`src/rtl/hilo_div_unit_pkg.sv`:
```
// Shared definitions for the HI/LO register and divide unit.
package hilo_div_unit_pkg;

    localparam int DIV_STEPS_DEFAULT = 32;

    typedef enum logic [1:0] {
        DIV_IDLE = 2'd0,
        DIV_CALC = 2'd1,
        DIV_DONE = 2'd2
    } div_state_t;

    // ALU control codes decode uses to raise div_start / div_signed together.
    localparam logic [3:0] DIV_CONTROL  = 4'b1010;
    localparam logic [3:0] DIVU_CONTROL = 4'b1011;

    // Magnitude of a 32-bit operand when treated as signed; raw value otherwise.
    function automatic logic [31:0] abs_if(input logic [31:0] v, input logic en);
        return (en && v[31]) ? (~v + 32'd1) : v;
    endfunction

endpackage

```
`src/rtl/hilo_div_unit_div_core.sv`:
```
// Iterative restoring divider: one quotient bit per cycle, sign fix-up on output.
//
// state    | meaning
// ---------+------------------------------------------------------------
// DIV_IDLE | waiting for start; operands latched as magnitudes on start
// DIV_CALC | one restoring subtract/shift step per cycle
// DIV_DONE | signed result presented for one cycle, written into HI/LO
module hilo_div_unit_div_core
    import hilo_div_unit_pkg::*;
#(
    parameter int STEPS = DIV_STEPS_DEFAULT
) (
    input  logic        clk,
    input  logic        resetn,
    input  logic        flush,
    input  logic        start,
    input  logic        is_signed,
    input  logic [31:0] a,
    input  logic [31:0] b,
    output logic        busy,
    output logic        done,
    output logic [31:0] quotient,
    output logic [31:0] remainder
);

    localparam int CW = $clog2(STEPS + 1);
    localparam logic [CW-1:0] LAST = CW'(STEPS - 1);

    div_state_t    state;
    logic [CW-1:0] cnt;
    logic [31:0]   rem;
    logic [31:0]   dvd;      // dividend shifts out the top, quotient shifts in the bottom
    logic [31:0]   dvs;
    logic          sign_q;
    logic          sign_r;
    logic [32:0]   trial;

    // Trial subtract of the shifted partial remainder against the divisor.
    always_comb begin
        trial = {rem, dvd[31]} - {1'b0, dvs};
    end

    // Divider FSM, counter and datapath registers.
    always_ff @(posedge clk or negedge resetn) begin
        if (!resetn) begin
            state  <= DIV_IDLE;
            cnt    <= '0;
            rem    <= '0;
            dvd    <= '0;
            dvs    <= '0;
            sign_q <= 1'b0;
            sign_r <= 1'b0;
        end else if (flush) begin
            state <= DIV_IDLE;
        end else begin
            case (state)
                DIV_IDLE: begin
                    if (start) begin
                        if (b == 32'd0) begin
                            // Divide by zero: all-ones quotient, dividend as remainder.
                            rem    <= a;
                            dvd    <= '1;
                            sign_q <= 1'b0;
                            sign_r <= 1'b0;
                            state  <= DIV_DONE;
                        end else begin
                            rem    <= '0;
                            dvd    <= abs_if(a, is_signed);
                            dvs    <= abs_if(b, is_signed);
                            sign_q <= is_signed & (a[31] ^ b[31]);
                            sign_r <= is_signed & a[31];
                            cnt    <= '0;
                            state  <= DIV_CALC;
                        end
                    end
                end
                DIV_CALC: begin
                    if (!trial[32]) begin
                        rem <= trial[31:0];
                        dvd <= {dvd[30:0], 1'b1};
                    end else begin
                        rem <= {rem[30:0], dvd[31]};
                        dvd <= {dvd[30:0], 1'b0};
                    end
                    cnt <= cnt + 1'b1;
                    if (cnt == LAST) begin
                        state <= DIV_DONE;
                    end
                end
                DIV_DONE: state <= DIV_IDLE;
                default:  state <= DIV_IDLE;
            endcase
        end
    end

    // Result sign fix-up and status; done is withheld when the divide is flushed.
    always_comb begin
        quotient  = sign_q ? (~dvd + 32'd1) : dvd;
        remainder = sign_r ? (~rem + 32'd1) : rem;
        done      = (state == DIV_DONE) && !flush;
        busy      = ((state == DIV_IDLE) && start) || (state == DIV_CALC);
    end

endmodule

```
`src/rtl/hilo_div_unit.sv`:
```
// Architectural HI/LO pair: ALU writes, divider writeback and same-cycle read bypass.
module hilo_div_unit
    import hilo_div_unit_pkg::*;
#(
    parameter int DIV_STEPS = DIV_STEPS_DEFAULT
) (
    input  logic        clk,
    input  logic        resetn,
    input  logic        flush,
    input  logic        we_hi,
    input  logic        we_lo,
    input  logic [31:0] hi_in,
    input  logic [31:0] lo_in,
    input  logic        div_start,
    input  logic        div_signed,
    input  logic [31:0] div_a,
    input  logic [31:0] div_b,
    output logic        div_busy,
    output logic        div_done,
    output logic [31:0] hi_out,
    output logic [31:0] lo_out
);

    logic [31:0] hi_q;
    logic [31:0] lo_q;
    logic [31:0] quotient;
    logic [31:0] remainder;

    hilo_div_unit_div_core #(
        .STEPS (DIV_STEPS)
    ) u_div_core (
        .clk       (clk),
        .resetn    (resetn),
        .flush     (flush),
        .start     (div_start),
        .is_signed (div_signed),
        .a         (div_a),
        .b         (div_b),
        .busy      (div_busy),
        .done      (div_done),
        .quotient  (quotient),
        .remainder (remainder)
    );

    // HI/LO update; a landing divide result wins over ALU writes to both registers.
    always_ff @(posedge clk or negedge resetn) begin
        if (!resetn) begin
            hi_q <= '0;
            lo_q <= '0;
        end else if (div_done) begin
            hi_q <= remainder;
            lo_q <= quotient;
        end else begin
            if (we_hi) hi_q <= hi_in;
            if (we_lo) lo_q <= lo_in;
        end
    end

    // Bypass so MFHI/MFLO in the same cycle as MTHI/MTLO/MULT sees the new value.
    always_comb begin
        hi_out = we_hi ? hi_in : hi_q;
        lo_out = we_lo ? lo_in : lo_q;
    end

endmodule

```
`config.mk`:
```
export PLATFORM = sky130hd
export DESIGN_NAME = hilo_div_unit
export DESIGN_NICKNAME = d
export VERILOG_FILES = /design/src/rtl/hilo_div_unit_pkg.sv /design/src/rtl/hilo_div_unit_div_core.sv /design/src/rtl/hilo_div_unit.sv
export SDC_FILE = /design/constraint.sdc
export NUM_CORES = 1
export LEC_CHECK = 0
export CELL_PAD_IN_SITES_DETAIL_PLACEMENT = 0
export CELL_PAD_IN_SITES_GLOBAL_PLACEMENT = 2
export CORE_MARGIN = 1.5
export CORE_UTILIZATION = 35
export DETAILED_ROUTE_END_ITERATION = 10
export PLACE_DENSITY = 0.86
export SLEW_MARGIN = 20
export SYNTH_ARGS = -nofsm -noshare
export SYNTH_HDL_FRONTEND = slang
export SYNTH_SLANG_ARGS = --single-unit
```
`constraint.sdc`:
```
create_clock -name clk -period 7.1 [get_ports clk]
set_input_delay 2.13 -clock clk [delete_from_list [all_inputs] [get_ports clk]]
set_output_delay 2.13 -clock clk [all_outputs]
set_load 0.02 [all_outputs]
```
==> impl_metrics.yaml <==
timing:
  min_period_ps: 6050
  timing.fmax_ghz: 0.165
  hold_viol: 0
  slew_headroom_pct: 29.4
  tightest_slew_ps: 1060
  setup_tns_ps: 0
  clock_skew_ps: 11.9
  maxSlewViolCount: 0
  rsz0062_at_grt: "no"
  setup_viol: 0
  finalCritPeriodShare_pct: 85.1
routing:
  first_pass_iters: 7
  wire_per_inst_um: 18.5
  drtIter0Drc: 796
  num_vias: 11590
  drc_errors: 0
  wirelength_um: 40100
  viasPerCell: 5.36
  ant_nets: 0
power:
  p_leak_nw: 6.21
  ir_drop_v: 0.000200
  clockPowerShare_pct: 17.3
  intPower_mw: 2.83
  comb_power_share_pct: 53.1
  p_per_area_mw_per_mm2: 343
  seqPwrFrac_pct: 29.5
  p_switching_mw: 2.47
  swShare_pct: 46.6
clock_network:
  hold_buffers: 0
  cts_made_buffers: 17
  cts_setup_buffers: 0
  cts_resized: 0
  clk_latency_ps: 440
  cts_root_buffer: "clkbuf_16"
  clock_sinks: 170
  clkTransAtPathRegs_ps: 60
  cts_max_level: 4
  cts_tree: "yes"
  clock_path_buffers: 2
global_route:
  overflow: 0
  grt_use_total_pct: 21.9
  antenna_found_initial: 2
  grt_start_max_net_pins: 72
  grt_pass1_vias: 11002
  grt_pass1_wl_um: 62900
worst_setup_path:
  slowest_stage: "clkdlybuf4s50_1"
  crit_path_cell_trace: "clkdlybuf4s50_1 -> buf_4 -> mux2_2 -> clkdlybuf4s50_1"
  path_class: "in2out"
  cp-start-kind: "input port"
  crit_required_ps: 4970
  crit_path_frequent_cell: "clkdlybuf4s50_1"
  crit_fanout: 32
  slowest_delay_ps: 560
  crit_path_end_kind: "output port"
  critPathArrivalTime_ps: 3920
yosys:
  syn_inst: 1547
  syn-mean-instance-area_um2: 8.09
  async_flop_share_pct: 100
  ys_ff_latch: 170
  synth_edf_count: 0
  ys_seq_area_share_pct: 34.0
  synthFlopType: "dfrtp_1"
  ys_warn_count: 0
  yosysUniqueCellTypes: 68
  synth_area_mm2: 0.0125
  synth_nets: 1720
floorplanning:
  rows: 69
  core_area_mm2: 0.0354
  initial_utilization_pct: 35.3
  ioPinCount: 201
  dieArea_mm2: 0.0369
  die_x_um: 192
  dieHeight_um: 192
place:
  port_buffers: 200
  place_congestion: 0.890
  place.detailed.hpwl_um: 31000
  dpl.cell_count: 2129
flow_run:
  max_cap_viol_count: 0
finish:
  final_util_pct: 43.6
  layout_common_cells: "clkdlybuf4s50_1 (199), a21oi_1 (183), dfrtp_1 (170), nor2_1 (161), nand2_1 (157)"
  synthToLayoutAreaGrowth_pct: 23.4
  nets: 1861
  layout-drive-gt1-share_pct: 8.00
  final_common_cell: "clkdlybuf4s50_1"
  final_cells: 2162
outcome:
  outcome: "finished clean"
worst_hold_path:
  hp-class: "reg2reg"
## area by class of cell
cell class | instances | area [um^2]
Tap cell | 461 | 577
Clock inverter | 10 | 92.6
Inverter | 62 | 234
Sequential cell | 170 | 4250
Antenna cell | 1 | 2.50
Clock buffer | 21 | 470
Timing Repair Buffer | 213 | 2110
Multi-Input combinational cell | 1224 | 7690
Fill cell | 3644 | 20000
## synth_stat cells, drive strengths merged, types with 8 or more instances
cell type	count	area share [%]
dfrtp	170	34
or4	16	1.1
o22ai	27	1.4
nor3	32	1.3
and2	9	0.45
a31oi	21	1.1
o21ai	138	5.5
nor2	164	5.0
a21oi	183	7.3
nand4	10	0.50
or3	16	0.80
clkbuf	75	2.3
o31ai	25	1.6
nand2	157	4.7
nor2b	8	0.40
xnor2	65	4.6
nor4	14	0.80
mux2	64	5.8
inv	62	1.9
a211oi	10	0.60
a21o	11	0.66
nand3	25	1.0
ha	37	3.7
buf	16	0.60
and3	14	0.70
nand2b	15	0.75
xor2	76	5.3
o41ai	11	0.98
## worst paths after layout
kind / startpoint / endpoint / depth (start not counted) / slack [ps]
max in group asynchronous: resetn / u_div_core.dvs[25] / 2 / 4190
hold / removal: u_div_core.dvs[21] / u_div_core.dvs[21] / 2 / 480
setup / recovery: we_lo / lo_out[21] / 4 / 1050
setup reg to reg: u_div_core.rem[0] / u_div_core.rem[30] / 10 / 2870
hold reg to reg: u_div_core.dvs[21] / u_div_core.dvs[21] / 2 / 480
min in group asynchronous: resetn / lo_q[11] / 1 / 1630
## metal layers
layer / GRT usage (%) / vias up / routed length, um
met5: 0 / - / 13
met4: 4.68 / 2 / 455
met3: 2.98 / 33 / 2230
met2: 34.0 / 336 / 17500
met1: 32.2 / 5428 / 19900
li1: - / 5791 / -
## state kept, by name, indices dropped and copies added (netlist names)
register	count
u_div_core.sign_r	1
u_div_core.dvs	32
u_div_core.sign_q	1
u_div_core.dvd	32
u_div_core.rem	32
u_div_core.state	2
hi_q	32
lo_q	32
u_div_core.cnt	6
## power groups by stage
stage | logic, mW | registers, mW | clock network (mW)
floorplan | 2.07 | 1.39 | 0
global placement | 2.78 | 1.57 | 0
detailed placement | 2.78 | 1.57 | 0
CTS | 2.80 | 1.56 | 0.935
global route | 3.14 | 1.59 | 0.977
finish | 2.81 | 1.56 | 0.917
## cell families after synthesis
kind of cell	after synthesis	share of synthesized area [%]
xor+xnor	141	9.87
fa+ha+maj	38	3.86
buf+inv	153	4.71
flops	170	34.0
mux	71	6.32
compound gates	479	22.7
simple gates	495	18.5
## metrics by stage
step	instance area, um^2	total power [mW]	hold slack (ps)	worst slack [ps]
after floorplan	12500	3.46	450	1850
after global placement	14900	4.35	462	1070
after detailed placement	14900	4.35	472	1050
after CTS	15400	5.29	487	1060
after global routing	15400	5.71	520	961
final	15400	5.29	475	1050
## worst max-delay path: cells and delay by family
kind,cells,cell delay [ps]
muxes,1,390
buffers and inverters,3,1370
No activity file was read; power rests on OpenSTA's default activity.
